## src/rtl/reg_ar_bank_if.sv

```systemverilog
// rtl/reg_ar_bank_if.sv - command/status bundle for the multi-channel address register bank
// Optional port dec_en is present when REG_AR_DEC_EN is defined.
interface reg_ar_bank_if #(
  parameter int CH = 4,
  parameter int AW = 12,
  parameter int DW = 16
);
  localparam int SELW = $clog2(CH);

  logic [SELW-1:0] sel;
  logic            write_en;
  logic            clr_en;
  logic            inc_en;
`ifdef REG_AR_DEC_EN
  logic            dec_en;
`endif
  logic [DW-1:0]   datain;
  logic            burst_start;
  logic [7:0]      burst_len;
  logic [AW-1:0]   dataout;
  logic            busy;
  logic            done;
  logic            wrap;

  modport master (
`ifdef REG_AR_DEC_EN
    output dec_en,
`endif
    output sel, write_en, clr_en, inc_en, datain, burst_start, burst_len,
    input  dataout, busy, done, wrap
  );

  modport slave (
`ifdef REG_AR_DEC_EN
    input  dec_en,
`endif
    input  sel, write_en, clr_en, inc_en, datain, burst_start, burst_len,
    output dataout, busy, done, wrap
  );
endinterface

```

## src/rtl/reg_ar_bank.sv

```systemverilog
// rtl/reg_ar_bank.sv - bank of CH address registers with load/clear/stride increment and a burst engine
// Optional decrement command is enabled by defining REG_AR_DEC_EN.
module reg_ar_bank #(
  parameter int CH     = 4,
  parameter int AW     = 12,
  parameter int DW     = 16,
  parameter int STRIDE = 1,
  parameter int LIMIT  = 0
) (
  input  logic          clk,
  input  logic          rst,
  reg_ar_bank_if.slave  bus
);
  localparam int SELW = $clog2(CH);

  typedef enum logic [1:0] {IDLE, RUN, FIN} state_t;

  state_t          state_q;
  state_t          state_d;
  logic [AW-1:0]   ch_q [CH];
  logic [AW-1:0]   ch_d [CH];
  logic [SELW-1:0] bch_q;
  logic [7:0]      cnt_q;
  logic            wrap_q;
  logic            wrap_d;
  logic            abort;
  logic            cmd_hit;
  logic            burst_hit;
  logic            inc_op;
  logic [AW:0]     step_res;
  logic [AW-1:0]   load_val;
  logic [AW-1:0]   dout;
  logic [AW+DW-1:0] datain_ext;
  logic            unused_datain_hi;
`ifdef REG_AR_DEC_EN
  logic            dec_op;
`endif

  // Returns {wrap, value} for cur + STRIDE, honouring the LIMIT wrap bound.
  function automatic logic [AW:0] f_inc(input logic [AW-1:0] cur);
    logic [AW:0] nxt;
    nxt = {1'b0, cur} + (AW+1)'(STRIDE);
    if (LIMIT == 0) begin
      f_inc = nxt;
    end else if (nxt >= (AW+1)'(LIMIT)) begin
      f_inc = {1'b1, {AW{1'b0}}};
    end else begin
      f_inc = {1'b0, nxt[AW-1:0]};
    end
  endfunction

`ifdef REG_AR_DEC_EN
  // Returns {wrap, value} for cur - STRIDE; underflow lands on LIMIT-1 when bounded.
  function automatic logic [AW:0] f_dec(input logic [AW-1:0] cur);
    if (cur < AW'(STRIDE)) begin
      if (LIMIT == 0) begin
        f_dec = {1'b1, cur - AW'(STRIDE)};
      end else begin
        f_dec = {1'b1, AW'(LIMIT - 1)};
      end
    end else begin
      f_dec = {1'b0, cur - AW'(STRIDE)};
    end
  endfunction
`endif

  // Low AW bits of datain, zero-extended when datain is narrower.
  assign datain_ext       = {{AW{1'b0}}, bus.datain};
  assign load_val         = datain_ext[AW-1:0];
  assign unused_datain_hi = ^datain_ext[AW+DW-1:AW];

`ifdef REG_AR_DEC_EN
  assign inc_op = bus.inc_en & ~bus.dec_en;
  assign dec_op = bus.dec_en & ~bus.inc_en;
`else
  assign inc_op = bus.inc_en;
`endif

  // A clear on the bursting channel ends the burst early.
  assign abort = (state_q == RUN) && bus.clr_en && (bus.sel == bch_q);

  // FSM state register.
  always_ff @(posedge clk) begin
    if (rst) state_q <= IDLE;
    else     state_q <= state_d;
  end

  // FSM next-state logic.
  always_comb begin
    state_d = state_q;
    case (state_q)
      IDLE: if (bus.burst_start) state_d = (bus.burst_len != 8'd0) ? RUN : FIN;
      RUN:  if (abort || cnt_q == 8'd1) state_d = FIN;
      FIN:  state_d = IDLE;
      default: state_d = IDLE;
    endcase
  end

  // FSM outputs decoded from the registered state.
  always_comb begin
    bus.busy = (state_q == RUN);
    bus.done = (state_q == FIN);
  end

  // Burst channel and remaining-count bookkeeping.
  always_ff @(posedge clk) begin
    if (rst) begin
      bch_q <= '0;
      cnt_q <= '0;
    end else if (state_q == IDLE && bus.burst_start) begin
      bch_q <= bus.sel;
      cnt_q <= bus.burst_len;
    end else if (state_q == RUN) begin
      cnt_q <= cnt_q - 8'd1;
    end
  end

  // Per-channel next value: clear wins, then burst ownership, then load, then step.
  always_comb begin
    ch_d      = ch_q;
    wrap_d    = 1'b0;
    cmd_hit   = 1'b0;
    burst_hit = 1'b0;
    step_res  = '0;
    for (int i = 0; i < CH; i++) begin
      cmd_hit   = (bus.sel == SELW'(i));
      burst_hit = (state_q == RUN) && (bch_q == SELW'(i));
      if (cmd_hit && bus.clr_en) begin
        ch_d[i] = '0;
      end else if (burst_hit) begin
        step_res = f_inc(ch_q[i]);
        ch_d[i]  = step_res[AW-1:0];
        wrap_d   = wrap_d | step_res[AW];
      end else if (cmd_hit && bus.write_en) begin
        ch_d[i] = load_val;
      end else if (cmd_hit && inc_op) begin
        step_res = f_inc(ch_q[i]);
        ch_d[i]  = step_res[AW-1:0];
        wrap_d   = wrap_d | step_res[AW];
`ifdef REG_AR_DEC_EN
      end else if (cmd_hit && dec_op) begin
        step_res = f_dec(ch_q[i]);
        ch_d[i]  = step_res[AW-1:0];
        wrap_d   = wrap_d | step_res[AW];
`endif
      end
    end
  end

  // Channel registers and the registered wrap pulse.
  always_ff @(posedge clk) begin
    if (rst) begin
      for (int i = 0; i < CH; i++) ch_q[i] <= '0;
      wrap_q <= 1'b0;
    end else begin
      ch_q   <= ch_d;
      wrap_q <= wrap_d;
    end
  end

  // Read mux: value of the channel addressed by sel.
  always_comb begin
    dout = '0;
    for (int i = 0; i < CH; i++) begin
      if (bus.sel == SELW'(i)) dout = ch_q[i];
    end
  end

  assign bus.dataout = dout;
  assign bus.wrap    = wrap_q;

endmodule
```

## src/flat_wrapper.sv

```systemverilog
// flat-port wrapper written by rule: the top's interface ports become plain ports
module reg_ar_bank_flat 
#(
  parameter int CH     = 4,
  parameter int AW     = 12,
  parameter int DW     = 16,
  parameter int STRIDE = 1,
  parameter int LIMIT  = 0
)
  (clk, rst, bus_sel, bus_write_en, bus_clr_en, bus_inc_en, bus_datain, bus_burst_start, bus_burst_len, bus_dataout, bus_busy, bus_done, bus_wrap);
  reg_ar_bank_if #(.CH(CH), .AW(AW), .DW(DW)) bus_i ();
  input  logic clk;
  input  logic rst;
  input wire logic [$bits(bus_i.sel)-1:0] bus_sel;
  input wire logic [$bits(bus_i.write_en)-1:0] bus_write_en;
  input wire logic [$bits(bus_i.clr_en)-1:0] bus_clr_en;
  input wire logic [$bits(bus_i.inc_en)-1:0] bus_inc_en;
  input wire logic [$bits(bus_i.datain)-1:0] bus_datain;
  input wire logic [$bits(bus_i.burst_start)-1:0] bus_burst_start;
  input wire logic [$bits(bus_i.burst_len)-1:0] bus_burst_len;
  output wire logic [$bits(bus_i.dataout)-1:0] bus_dataout;
  output wire logic [$bits(bus_i.busy)-1:0] bus_busy;
  output wire logic [$bits(bus_i.done)-1:0] bus_done;
  output wire logic [$bits(bus_i.wrap)-1:0] bus_wrap;
  assign bus_i.sel = bus_sel;
  assign bus_i.write_en = bus_write_en;
  assign bus_i.clr_en = bus_clr_en;
  assign bus_i.inc_en = bus_inc_en;
  assign bus_i.datain = bus_datain;
  assign bus_i.burst_start = bus_burst_start;
  assign bus_i.burst_len = bus_burst_len;
  assign bus_dataout = bus_i.dataout;
  assign bus_busy = bus_i.busy;
  assign bus_done = bus_i.done;
  assign bus_wrap = bus_i.wrap;
  reg_ar_bank #(.CH(CH), .AW(AW), .DW(DW), .STRIDE(STRIDE), .LIMIT(LIMIT)) u_core (.clk(clk), .rst(rst), .bus(bus_i));
endmodule
```

## config.mk

```make
export PLATFORM = sky130hd
export DESIGN_NAME = reg_ar_bank_flat
export DESIGN_NICKNAME = d
export VERILOG_FILES = /design/src/rtl/reg_ar_bank_if.sv /design/src/rtl/reg_ar_bank.sv /design/src/flat_wrapper.sv
export SDC_FILE = /design/constraint.sdc
export NUM_CORES = 1
export LEC_CHECK = 0
export ABC_AREA = 1
export CORE_AREA = 2 2 99 101
export DETAILED_ROUTE_END_ITERATION = 10
export DIE_AREA = 0 0 101 103
export GPL_TIMING_DRIVEN = 0
export PLACE_DENSITY = 0.7
export REMOVE_ABC_BUFFERS = 1
export SYNTH_ARGS = -nofsm -noshare
export SYNTH_HDL_FRONTEND = slang
export SYNTH_SLANG_ARGS = --single-unit
```

## constraint.sdc

```tcl
create_clock -name clk -period 1.95 [get_ports clk]
set_input_delay 0.4875 -clock clk [delete_from_list [all_inputs] [get_ports clk]]
set_output_delay 0.4875 -clock clk [all_outputs]
set_load 0.03 [all_outputs]
```

==> results.md <==
* Clock power frac at 32.3%
* Share of cells above drive strength 1 at 12.05%
* Sequential share of power at 39.4%
* Worst skew pair latency at between 0.3 and 0.4 ns
* Leakage Power at approximately 2.2 nW
* CTS Hold Bufs at 0
* Net Switching at between 1 and 1.5 mW
* Xor and xnor area share after synthesis at roughly 1.5%
* Critical Path End Type: output port
* Slew at the pin closest to its max-slew limit at approximately 0.71 ns
* CTS buffer count at 9
* F_max at slightly above 0.5 GHz
* Final Power at 3.750 mW
* Dominant cell type by area after synthesis: dfxtp_1
* Final ANT Viol Nets at 0
* Synth top area share at 27.01%
* Delay-heaviest family, CP: buffers and inverters
* Vias in the first global route at approximately 4600
* Clock-pin slew on the worst setup and hold paths at around 0.07 ns
* Row cnt at 36
* DRC at 0
* Gpl congestion at about 1.0
* Buf/Inv on CP at 3
* Largest net degree at the start of global routing at 20
* Die footprint at between 10000 and 15000 sq um
* Slew HR at a little over half
* Crit path DAT at around 1.5 ns
* Setup crit start kind: input port
* GRT overflow at 0
* Syn_area_per_cell at between 6 and 7 sq um
* Crit-path cells: buf_8 > nor2_8 > buf_4 > a221oi_4 > o21ai_1 > buf_4
* Period utilization at 99.96%
* Critical path's largest stage delay at just over 0.3 ns
* Seq/Total Area, Yosys at a little over a quarter
* Most used cell, CP: buf_4
* Power per cell area at ~700 nW/um^2
* Number of synthesized register bits at 61
* Syn Inst Count at between 700 and 800
* Diode count at 0
* VDD IR-drop max at between 300 and 400 uV
* Post-DP HPWL at around 11000 um
* Crit path kind: input port to output port
* Hold Crit Class: flip-flop to flip-flop
* Sw frac at 35.44%
* Initial antenna violation count at 0
* Final Setup Violations at 0
* Top post-synthesis cells by area: dfxtp_1, nand2_1, inv_1
* Synth Area in Simple Gates at 38.05%
* CTS H-tree lvls at 3
* Global-route wire length before repair at between 20000 and 25000 um
* Die Width at just over 100 um
* Chip height at about 100 um
* RSZ-0062 raised after global routing: yes
* Final Hold Fails at 0
* CP max FO at 9
* Mux contribution to synthesized area at 0%
* Port Buffer Count at 42
* Most frequent cells in the layout: nand2_1, inv_1, nor2_1
* Starting Density at approximately 48%
* Core ar. at 9459 sq um
* Pint at ~2.4 mW
* Most common cell after layout, fill and taps aside: nand2_1
* Status: finished, final reports clean
* Pre-Repair DR Iteration Count at 5
* Synth cell types at 38
* Placed Cells at 889
* Drt initial violations at 441
* Largest family of logic cells by synthesized area: simple AND/OR/NAND/NOR gates
* Fin crit period at about 1.9 ns
* CTS root buf: clkbuf_8
* Boundary Pins at 47
* Required time worst endpoint at approximately 1.5 ns
* Vias at just over 5000
* Number of max-slew violations in the final report at 0
* Comb pwr share at between 20% and 30%
* Layout Nets at 830
* Synth Cell Area at 4522 sq um
* Routed WL at around 15000 um
* CTS tree: yes
* Num Clock Sinks at 61
* Synth Warn # at 0
* Max_cap viols at 0
* Vias/cell at around 5.7
* Total GRT Usage at between 20% and 30%
* WL per Instance at roughly 16 um
* Area grow syn2layout at 17.74%
* CTS max path bufs at 2
* Finished Layout Cells at 911
* Adder-cell share of the synthesized area at approximately 1.7%
* Compound-Gate Fraction of Synth Area at a little under 20%
* Critical path's slowest cell: a221oi_4
* Skew final at 0.009854 ns
-- metal layers --
| layer | track usage [%] | part of all wire (%) |
|---|---|---|
| met1 | 38.34 | 44 |
| met2 | 44.05 | 45 |
| met3 | 3.864 | 7.5 |
| met4 | 12.68 | 3.6 |
| met5 | 0 | 0 |
-- power by group through the flow --
stage / registers, mW / logic, mW / clock network [mW]
after floorplan: 1.47 / 0.701 / 0
after global placement: 1.49 / 0.983 / 0
after detailed placement: 1.50 / 1.00 / 0
after CTS: 1.47 / 1.02 / 1.22
after global routing: 1.49 / 1.19 / 1.28
final: 1.48 / 1.06 / 1.21
-- layout make-up --
type / instances / area, sq um
clock inverter: 3 / 42.54
sequential: 61 / 1230
tap: 114 / 142.6
timing repair buffer: 46 / 439.2
multi-input combinational: 569 / 2894
clock buffer: 13 / 168.9
fill: 981 / 4135
inverter: 105 / 406.6
-- sequential cells by signal (all words and copies together), names as in the netlist --
| register | flops |
|---|---|
| u_core.cnt_q | 8 |
| u_core.ch_q | 48 |
| u_core.state_q | 2 |
| u_core.bch_q | 2 |
| u_core.bus.wrap | 1 |
-- worst min-delay path, stage by stage (launching register included) --
cell	delay (ns)
dfxtp_1	0.31
nand2_1	0.06
a31oi_1	0.07
-- path summary, 6_finish.rpt --
kind / from / to / slack (ns) / cells past startpoint
worst max-delay path: bus_sel[1] / bus_dataout[7] / 0.0008 / 6
worst max register to register: u_core.ch_q[0] / u_core.bus.wrap / 0.16 / 9
worst min-delay path: u_core.cnt_q[4] / u_core.cnt_q[4] / 0.49 / 2
worst min register to register: u_core.cnt_q[4] / u_core.cnt_q[4] / 0.49 / 2
-- synthesized netlist by cell type (all sizes together) --
master   number
or2           5
o21ai        68
nor3          2
xor2          7
clkinv        1
dfxtp        61
nor3b         1
a31oi         4
o21bai        2
nand4        16
o22ai        14
nand2       215
a221oi        1
nand3b        2
xnor2         1
ha            6
clkbuf        4
o211ai       12
nand3        69
buf          14
a21oi        59
o2111ai       3
nor2         80
inv         104
-- kinds of logic (layout without fill, tap and decap cells) --
| group | after synthesis | in the layout |
|---|---|---|
| and+or+nand+nor | 390 | 392 |
| AOI/OAI and AO/OA | 163 | 163 |
| buffers and inverters | 123 | 167 |
| DFF | 61 | 61 |
| xor gates and xnor gates | 8 | 8 |
| adders and majority gates | 6 | 6 |
-- per-stage QoR --
stage | setup slack (ns) | hold slack [ns] | instance area, sq um | TNS (ns) | utilization [%]
final | 0.0007633 | 0.4898 | 5324 | 0 | 56.28
after global routing | -0.02568 | 0.5144 | 5324 | -0.02915 | 56.28
after CTS | -0.05360 | 0.4934 | 5226 | -0.08727 | 55.25
after detailed placement | -1.438 | 0.4834 | 4947 | -46.42 | 52.30
after global placement | -1.459 | 0.4744 | 4947 | -45.46 | 52.30
after floorplan | 0.1509 | 0.4515 | 4384 | 0 | -
-- repair_timing --
| action | 4_1_cts | 5_1_grt |
|---|---|---|
| pin swaps | 2 | 3 |
| resized for setup | 99 | 32 |
| setup endpoints to repair | 63 | 33 |
| buffers inserted | 2 | 2 |
| cloned | 1 | 1 |
Power figures use the tool's default switching activity.
